`src/rtl/i2c_pkg.sv`:
```
// ============================================================================
// Package     : i2c_pkg
// Description : Shared definitions for the I2C master/target pair: the target
//               FSM state encoding and the R/W bit values of the address byte.
// Revision    : 1.0 - initial release
// ============================================================================
`default_nettype none

package i2c_pkg;

  // Target FSM state encoding (also exported on the debug state port).
  typedef enum logic [2:0] {
    IDLE      = 3'd0,
    ADDR      = 3'd1,
    ADDR_ACK  = 3'd2,
    WR_DATA   = 3'd3,
    WR_ACK    = 3'd4,
    RD_DATA   = 3'd5,
    RD_ACK    = 3'd6,
    WAIT_STOP = 3'd7
  } i2c_state_e;

  // Value of the R/W bit (LSB of the address byte).
  localparam logic RW_WRITE = 1'b0;
  localparam logic RW_READ  = 1'b1;

endpackage : i2c_pkg

`default_nettype wire

```
`src/rtl/i2c_line_sync.sv`:
```
// ============================================================================
// Module      : i2c_line_sync
// Description : Synchronises the asynchronous scl/sda lines into clk and
//               produces registered one-clk event pulses.
// Ports       : clk_i        system clock
//               rst_n_i      synchronous active-low reset
//               scl_i/sda_i  raw bus lines
//               scl_rise_o   scl rising edge seen
//               scl_fall_o   scl falling edge seen
//               start_det_o  sda fell while scl high
//               stop_det_o   sda rose while scl high
//               sda_o        synchronised sda, aligned with the pulses
// Revision    : 1.0 - initial release
// ============================================================================
`default_nettype none

module i2c_line_sync #(
  parameter int SYNC_STAGES = 2
) (
  input  logic clk_i,
  input  logic rst_n_i,
  input  logic scl_i,
  input  logic sda_i,
  output logic scl_rise_o,
  output logic scl_fall_o,
  output logic start_det_o,
  output logic stop_det_o,
  output logic sda_o
);

  logic [SYNC_STAGES-1:0] scl_sync_q;
  logic [SYNC_STAGES-1:0] sda_sync_q;
  logic scl_prev_q, sda_prev_q;
  logic scl_rise_q, scl_fall_q, start_q, stop_q;
  logic w_scl, w_sda;

  assign w_scl = scl_sync_q[SYNC_STAGES-1];
  assign w_sda = sda_sync_q[SYNC_STAGES-1];

  // Chains reset to the idle-bus level (high) so leaving reset never
  // fabricates a START/STOP.
  always_ff @(posedge clk_i) begin
    if (!rst_n_i) begin
      scl_sync_q <= '1;
      sda_sync_q <= '1;
      scl_prev_q <= 1'b1;
      sda_prev_q <= 1'b1;
      scl_rise_q <= 1'b0;
      scl_fall_q <= 1'b0;
      start_q    <= 1'b0;
      stop_q     <= 1'b0;
    end else begin
      scl_sync_q <= {scl_sync_q[SYNC_STAGES-2:0], scl_i};
      sda_sync_q <= {sda_sync_q[SYNC_STAGES-2:0], sda_i};
      scl_prev_q <= w_scl;
      sda_prev_q <= w_sda;
      scl_rise_q <= w_scl & ~scl_prev_q;
      scl_fall_q <= ~w_scl & scl_prev_q;
      start_q    <= w_scl & scl_prev_q & sda_prev_q & ~w_sda;
      stop_q     <= w_scl & scl_prev_q & ~sda_prev_q & w_sda;
    end
  end

  assign scl_rise_o  = scl_rise_q;
  assign scl_fall_o  = scl_fall_q;
  assign start_det_o = start_q;
  assign stop_det_o  = stop_q;
  // sda_prev_q holds the level sampled on the clk the pulses were computed.
  assign sda_o       = sda_prev_q;

endmodule : i2c_line_sync

`default_nettype wire

```
`src/rtl/i2c_slave_target.sv`:
```
// ============================================================================
// Module      : i2c_slave_target
// Description : Oversampled I2C target. Decodes START/STOP/address, accepts
//               write bytes, serialises read bytes and drives ACK.
// Ports       : clk, reset (sync, active-low), scl, sda_in  - clock/bus in
//               sda_oe              - 1 pulls sda low
//               rx_data/rx_valid    - received write byte and strobe
//               tx_data/tx_req      - read byte source and request strobe
//               addr_match, busy, state - status / debug
// Revision    : 1.0 - initial release
// ============================================================================
`default_nettype none

module i2c_slave_target
  import i2c_pkg::*;
#(
  parameter logic [6:0] SLAVE_ADDR  = 7'h50,
  parameter int         SYNC_STAGES = 2
) (
  input  logic       clk,
  input  logic       reset,
  input  logic       scl,
  input  logic       sda_in,
  output logic       sda_oe,
  output logic [7:0] rx_data,
  output logic       rx_valid,
  input  logic [7:0] tx_data,
  output logic       tx_req,
  output logic       addr_match,
  output logic       busy,
  output logic [2:0] state
);

  logic w_scl_rise, w_scl_fall, w_start, w_stop, w_sda;

  i2c_line_sync #(.SYNC_STAGES(SYNC_STAGES)) u_line_sync (
    .clk_i       (clk),
    .rst_n_i     (reset),
    .scl_i       (scl),
    .sda_i       (sda_in),
    .scl_rise_o  (w_scl_rise),
    .scl_fall_o  (w_scl_fall),
    .start_det_o (w_start),
    .stop_det_o  (w_stop),
    .sda_o       (w_sda)
  );

  i2c_state_e state_q, state_d;
  logic [3:0] cnt_q, cnt_d;
  logic [6:0] shift_q, shift_d;
  logic [7:0] rx_data_q, rx_data_d, tx_byte_q, tx_byte_d;
  logic       sda_oe_q, sda_oe_d, rx_valid_q, rx_valid_d, tx_req_q, tx_req_d;
  logic       match_q, match_d, busy_q, busy_d, rw_q, rw_d;
  logic [7:0] w_shift_next;
  logic [2:0] w_bit_idx;

  // The 8th bit completes the byte directly from the line, so only 7 bits
  // ever need to be held.
  assign w_shift_next = {shift_q, w_sda};
  assign w_bit_idx    = 3'd7 - cnt_q[2:0];

  always_comb begin
    state_d    = state_q;
    cnt_d      = cnt_q;
    shift_d    = shift_q;
    sda_oe_d   = sda_oe_q;
    rx_data_d  = rx_data_q;
    rx_valid_d = 1'b0;
    tx_req_d   = 1'b0;
    match_d    = match_q;
    busy_d     = busy_q;
    rw_d       = rw_q;
    // tx_data is taken on the clk where tx_req is high.
    tx_byte_d  = tx_req_q ? tx_data : tx_byte_q;

    if (w_stop) begin
      state_d  = IDLE;
      sda_oe_d = 1'b0;
      busy_d   = 1'b0;
      match_d  = 1'b0;
      cnt_d    = 4'd0;
    end else if (w_start) begin
      state_d  = ADDR;
      sda_oe_d = 1'b0;
      busy_d   = 1'b1;
      match_d  = 1'b0;
      cnt_d    = 4'd0;
    end else begin
      case (state_q)
        IDLE: ;
        ADDR: begin
          if (w_scl_rise) begin
            shift_d = w_shift_next[6:0];
            cnt_d   = cnt_q + 4'd1;
            if (cnt_q == 4'd7) begin
              if (w_shift_next[7:1] == SLAVE_ADDR) begin
                state_d = ADDR_ACK;
                match_d = 1'b1;
                rw_d    = w_shift_next[0];
              end else begin
                state_d = WAIT_STOP;
              end
            end
          end
        end
        ADDR_ACK, WR_ACK: begin
          // First falling edge starts the ACK, the second one ends it.
          if (w_scl_fall) begin
            if (!sda_oe_q) begin
              sda_oe_d = 1'b1;
              if (state_q == ADDR_ACK && rw_q == RW_READ) tx_req_d = 1'b1;
            end else begin
              cnt_d = 4'd0;
              if (state_q == ADDR_ACK && rw_q == RW_READ) begin
                state_d  = RD_DATA;
                sda_oe_d = ~tx_byte_q[7];
              end else begin
                state_d  = WR_DATA;
                sda_oe_d = 1'b0;
              end
            end
          end
        end
        WR_DATA: begin
          if (w_scl_rise) begin
            shift_d = w_shift_next[6:0];
            cnt_d   = cnt_q + 4'd1;
            if (cnt_q == 4'd7) begin
              rx_data_d  = w_shift_next;
              rx_valid_d = 1'b1;
              state_d    = WR_ACK;
            end
          end
        end
        RD_DATA: begin
          // cnt_q = number of bits already sampled by the master.
          if (w_scl_rise && cnt_q != 4'd8) begin
            cnt_d = cnt_q + 4'd1;
          end else if (w_scl_fall) begin
            if (cnt_q == 4'd8) begin
              sda_oe_d = 1'b0;
              state_d  = RD_ACK;
            end else begin
              sda_oe_d = ~tx_byte_q[w_bit_idx];
            end
          end
        end
        RD_ACK: begin
          if (w_scl_rise) begin
            if (!w_sda) begin
              // Cleared here so the next falling edge drives bit 7.
              tx_req_d = 1'b1;
              cnt_d    = 4'd0;
              state_d  = RD_DATA;
            end else begin
              state_d = WAIT_STOP;
              match_d = 1'b0;
            end
          end
        end
        WAIT_STOP: sda_oe_d = 1'b0;
        default:   state_d  = IDLE;
      endcase
    end
  end

  always_ff @(posedge clk) begin
    if (!reset) begin
      state_q    <= IDLE;
      cnt_q      <= 4'd0;
      shift_q    <= 7'd0;
      sda_oe_q   <= 1'b0;
      rx_data_q  <= 8'h00;
      rx_valid_q <= 1'b0;
      tx_req_q   <= 1'b0;
      match_q    <= 1'b0;
      busy_q     <= 1'b0;
      rw_q       <= RW_WRITE;
      tx_byte_q  <= 8'h00;
    end else begin
      state_q    <= state_d;
      cnt_q      <= cnt_d;
      shift_q    <= shift_d;
      sda_oe_q   <= sda_oe_d;
      rx_data_q  <= rx_data_d;
      rx_valid_q <= rx_valid_d;
      tx_req_q   <= tx_req_d;
      match_q    <= match_d;
      busy_q     <= busy_d;
      rw_q       <= rw_d;
      tx_byte_q  <= tx_byte_d;
    end
  end

  assign sda_oe     = sda_oe_q;
  assign rx_data    = rx_data_q;
  assign rx_valid   = rx_valid_q;
  assign tx_req     = tx_req_q;
  assign addr_match = match_q;
  assign busy       = busy_q;
  assign state      = state_q;

endmodule : i2c_slave_target

`default_nettype wire
```
`config.mk`:
```
export PLATFORM = sky130hd
export DESIGN_NAME = i2c_slave_target
export DESIGN_NICKNAME = d
export VERILOG_FILES = /design/src/rtl/i2c_pkg.sv /design/src/rtl/i2c_line_sync.sv /design/src/rtl/i2c_slave_target.sv
export SDC_FILE = /design/constraint.sdc
export NUM_CORES = 1
export LEC_CHECK = 0
export CAP_MARGIN = 20
export CORE_MARGIN = 2
export CORE_UTILIZATION = 49
export CTS_CLUSTER_DIAMETER = 30
export DETAILED_ROUTE_END_ITERATION = 8
export PLACE_DENSITY = 0.8
export SKIP_LAST_GASP = 1
export SLEW_MARGIN = 20
export SYNTH_ARGS = -nofsm -noshare
export SYNTH_HDL_FRONTEND = slang
export SYNTH_SLANG_ARGS = --single-unit
```
`constraint.sdc`:
```
create_clock -name clk -period 1.75 [get_ports clk]
set_input_delay 0.525 -clock clk [delete_from_list [all_inputs] [get_ports clk]]
set_output_delay 0.525 -clock clk [all_outputs]
set_load 0.02 [all_outputs]
```
==> flow_metrics.tcl <==
set metrics [dict create \
    fin_nets 276 \
    min_period_ps 1719 \
    cts_tree "yes" \
    overflow 0 \
    hold_start "u_line_sync.scl_sync_q[0]" \
    viasPerCell 5.413 \
    slew_headroom 0.7895 \
    dp_hpwl_mm 3.103 \
    synth-async-reset-ratio 0 \
    clock_latency_ps 300 \
    power-per-cell-area_mw_per_mm2 716.3 \
    final_common_cell "dfxtp_1" \
    clk_pin_slew_worst_paths_ps 80 \
    rr_startpoint "state[1]" \
    clockRootBuffer "clkbuf_8" \
    die_height_um 70.37 \
    rsz0062_at_grt "no" \
    hold_depth 1 \
    worst_hold_slack_ps 418.3 \
    drive_above_1_share 0.2243 \
    drv_slew 0 \
    hold_viol_final 0 \
    reg2reg_slack_ps 110 \
    p_leak_nw 1.191 \
    syn-cell-area_mm2 0.002158 \
    ys.warnings.count 0 \
    cts_made_buffers 5 \
    io_pins 28 \
    path_buf_inv 1 \
    grt_antenna_before_repair 0 \
    crit_arrival_ps 1190 \
    ys_dominant_reg_cell "dfxtp_1" \
    crit_chain "clkdlybuf4s50_1" \
    mostFrequentLayoutCells "dfxtp_1 (41), nor2_1 (36), mux2i_1 (27)" \
    start_util 0.5026 \
    status "complete, no violations" \
    grt_usage 0.1837 \
    start_kind "flip-flop" \
    avgRoutedWirePerCell_um 13.71 \
    synthesis.nets 231 \
    syn_to_final_growth_pct 24.64 \
    fp.dieW_um 70.37 \
    r2r-end "cnt_q[3]" \
    cp_num_cells 1 \
    ff2ff_path_depth 6 \
    setup_viol 0 \
    ys_seq_area_frac 0.4267 \
    rows 24 \
    cp_top_family "buffers and inverters" \
    ys_types 56 \
    post-route-util 0.6265 \
    grt_max_degree 26 \
    dieArea_mm2 0.004952 \
    critical_path.max_fanout 1 \
    drcViolationCount 0 \
    timing.fmax_mhz 581.9 \
    drt_wl_total_mm 4.318 \
    gp_routability_congestion 0.9170 \
    antenna-diode-count 0 \
    cp_slowest_stage_delay_ps 590 \
    yosys_register_bits 46 \
    via_count 1705 \
    synth.avg_cell_area_um2 9.946 \
    synth_edf_count 0 \
    grt_pass1_vias 1647 \
    vdd_drop_max_mv 0.6594 \
    setup.worst_path.class "reg2out" \
    synth_area_leader_cell "dfxtp_1" \
    fin_crit_sh 0.9820 \
    hold_path_class "reg2reg" \
    syn_inst 217 \
    synth_top_area_frac 0.4267 \
    grt_pass1_wl_mm 7.362 \
    firstDrtPassIters 4 \
    drt_iter0_markers 174 \
    holdPathEnd "u_line_sync.scl_sync_q[1]" \
    hold_buffers 0 \
    drv_cap 0 \
    cp_slowest_cell "clkdlybuf4s50_1" \
    core_mm2 0.004294 \
    ant_nets 0 \
    tightest_slew_ps 312.8 \
    required_ps 1220 \
    tritoncts_num_sinks 46 \
    clock_path_buffers 2 \
    worstSetupEndpointType "output pin" \
    skew_ps 6.598 \
    h-tree-depth 2 \
    synth_area_leaders "dfxtp_1 (43%), mux2i_1 (13%), nor2_1 (6.3%)" \
    io_buffers 27 \
]
==> timing repair <==
action / CTS / global route
gates resized for setup: 16 / 8
buffers inserted: 0 / 1
pin swaps: 0 / 4
endpoints found under the setup margin: 16 / 16
==> how the worst max path moves through the flow <==
stage / start / to / slack [ps]
after global routing: rx_valid / rx_valid / 0.2
after floorplan: cnt_q[0] / state[0] / 50
after CTS: state[1] / state[1] / -160
final: rx_valid / rx_valid / 30
after global placement: reset / cnt_q[2] / -70
after detailed placement: reset / cnt_q[2] / -110
==> cell families after synthesis <==
kind of cell / after synthesis / synth area share
XOR/XNOR: 1 / 0.004059
adder cells (fa/ha/maj): 2 / 0.01159
AND/OR/NAND/NOR: 92 / 0.2377
AO/OA/AOI/OAI: 30 / 0.1241
multiplexers: 29 / 0.1461
flip-flops: 46 / 0.4267
buffers and inverters: 17 / 0.04984
==> cells in the mapped netlist (2+ instances only) <==
| cell type | n |
|---|---|
| buf_2 | 3 |
| nand4_1 | 2 |
| nand2b_1 | 8 |
| and2b_4 | 2 |
| mux4_2 | 2 |
| nand3b_1 | 2 |
| dfxtp_1 | 46 |
| inv_1 | 4 |
| a32o_1 | 2 |
| nor3_1 | 3 |
| a21oi_1 | 4 |
| and3b_1 | 2 |
| clkbuf_1 | 4 |
| nand3_1 | 3 |
| ha_1 | 2 |
| mux2i_1 | 27 |
| nor2_1 | 36 |
| nand2_1 | 11 |
| buf_6 | 4 |
| and3_1 | 3 |
| nand2b_2 | 2 |
| o21ai_0 | 5 |
| nor3b_1 | 5 |
| a31oi_1 | 2 |
| and2b_2 | 2 |
==> sequential cells by signal, indices dropped and copies added (netlist names) <==
signal / count
addr_match: 1
busy: 1
cnt_q: 4
rw_q: 1
rx_data: 8
rx_valid: 1
sda_oe: 1
shift_q: 7
state: 3
tx_byte_q: 8
tx_req: 1
u_line_sync.scl_fall_o: 1
u_line_sync.scl_prev_q: 1
u_line_sync.scl_rise_o: 1
u_line_sync.scl_sync_q: 2
u_line_sync.sda_o: 1
u_line_sync.sda_sync_q: 2
u_line_sync.start_det_o: 1
u_line_sync.stop_det_o: 1
==> per-layer routing <==
layer	up-vias	GRT usage	share of wire
met4	0	0.08974	0.022
met2	41	0.2862	0.48
met5	-	0	0
met1	791	0.2391	0.46
met3	10	0.04185	0.039
li1	863	-	-
==> power by group <==
group          switching [mW]  internal (mW)
combinational          0.0444         0.0535
sequential            0.00732           1.05
clock                   0.340          0.427
total                   0.391           1.54
==> final cells by class <==
type	instances	area, µm²
inverter	5	18.77
tap	52	65.06
clock inverter	1	30.03
sequential	46	927.1
multi-input combinational	154	1132
fill	358	1604
timing repair buffer	50	440.4
clock buffer	7	76.32
==> stage by stage <==
stage	TNS, ps	power [mW]	setup slack, ps	cells	instance area (µm²)
4_1_cts	-156.0	1.945	-156.0	314	2674
2_1_floorplan	0	1.130	45.12	217	2158
5_1_grt	0	2.000	0.2220	315	2690
3_3_place_gp	-136.0	1.184	-72.22	306	2582
3_5_place_dp	-285.9	1.185	-112.0	306	2582
6_report	0	1.927	31.44	315	2690
Note: power is estimated with default switching activity, not from simulation.
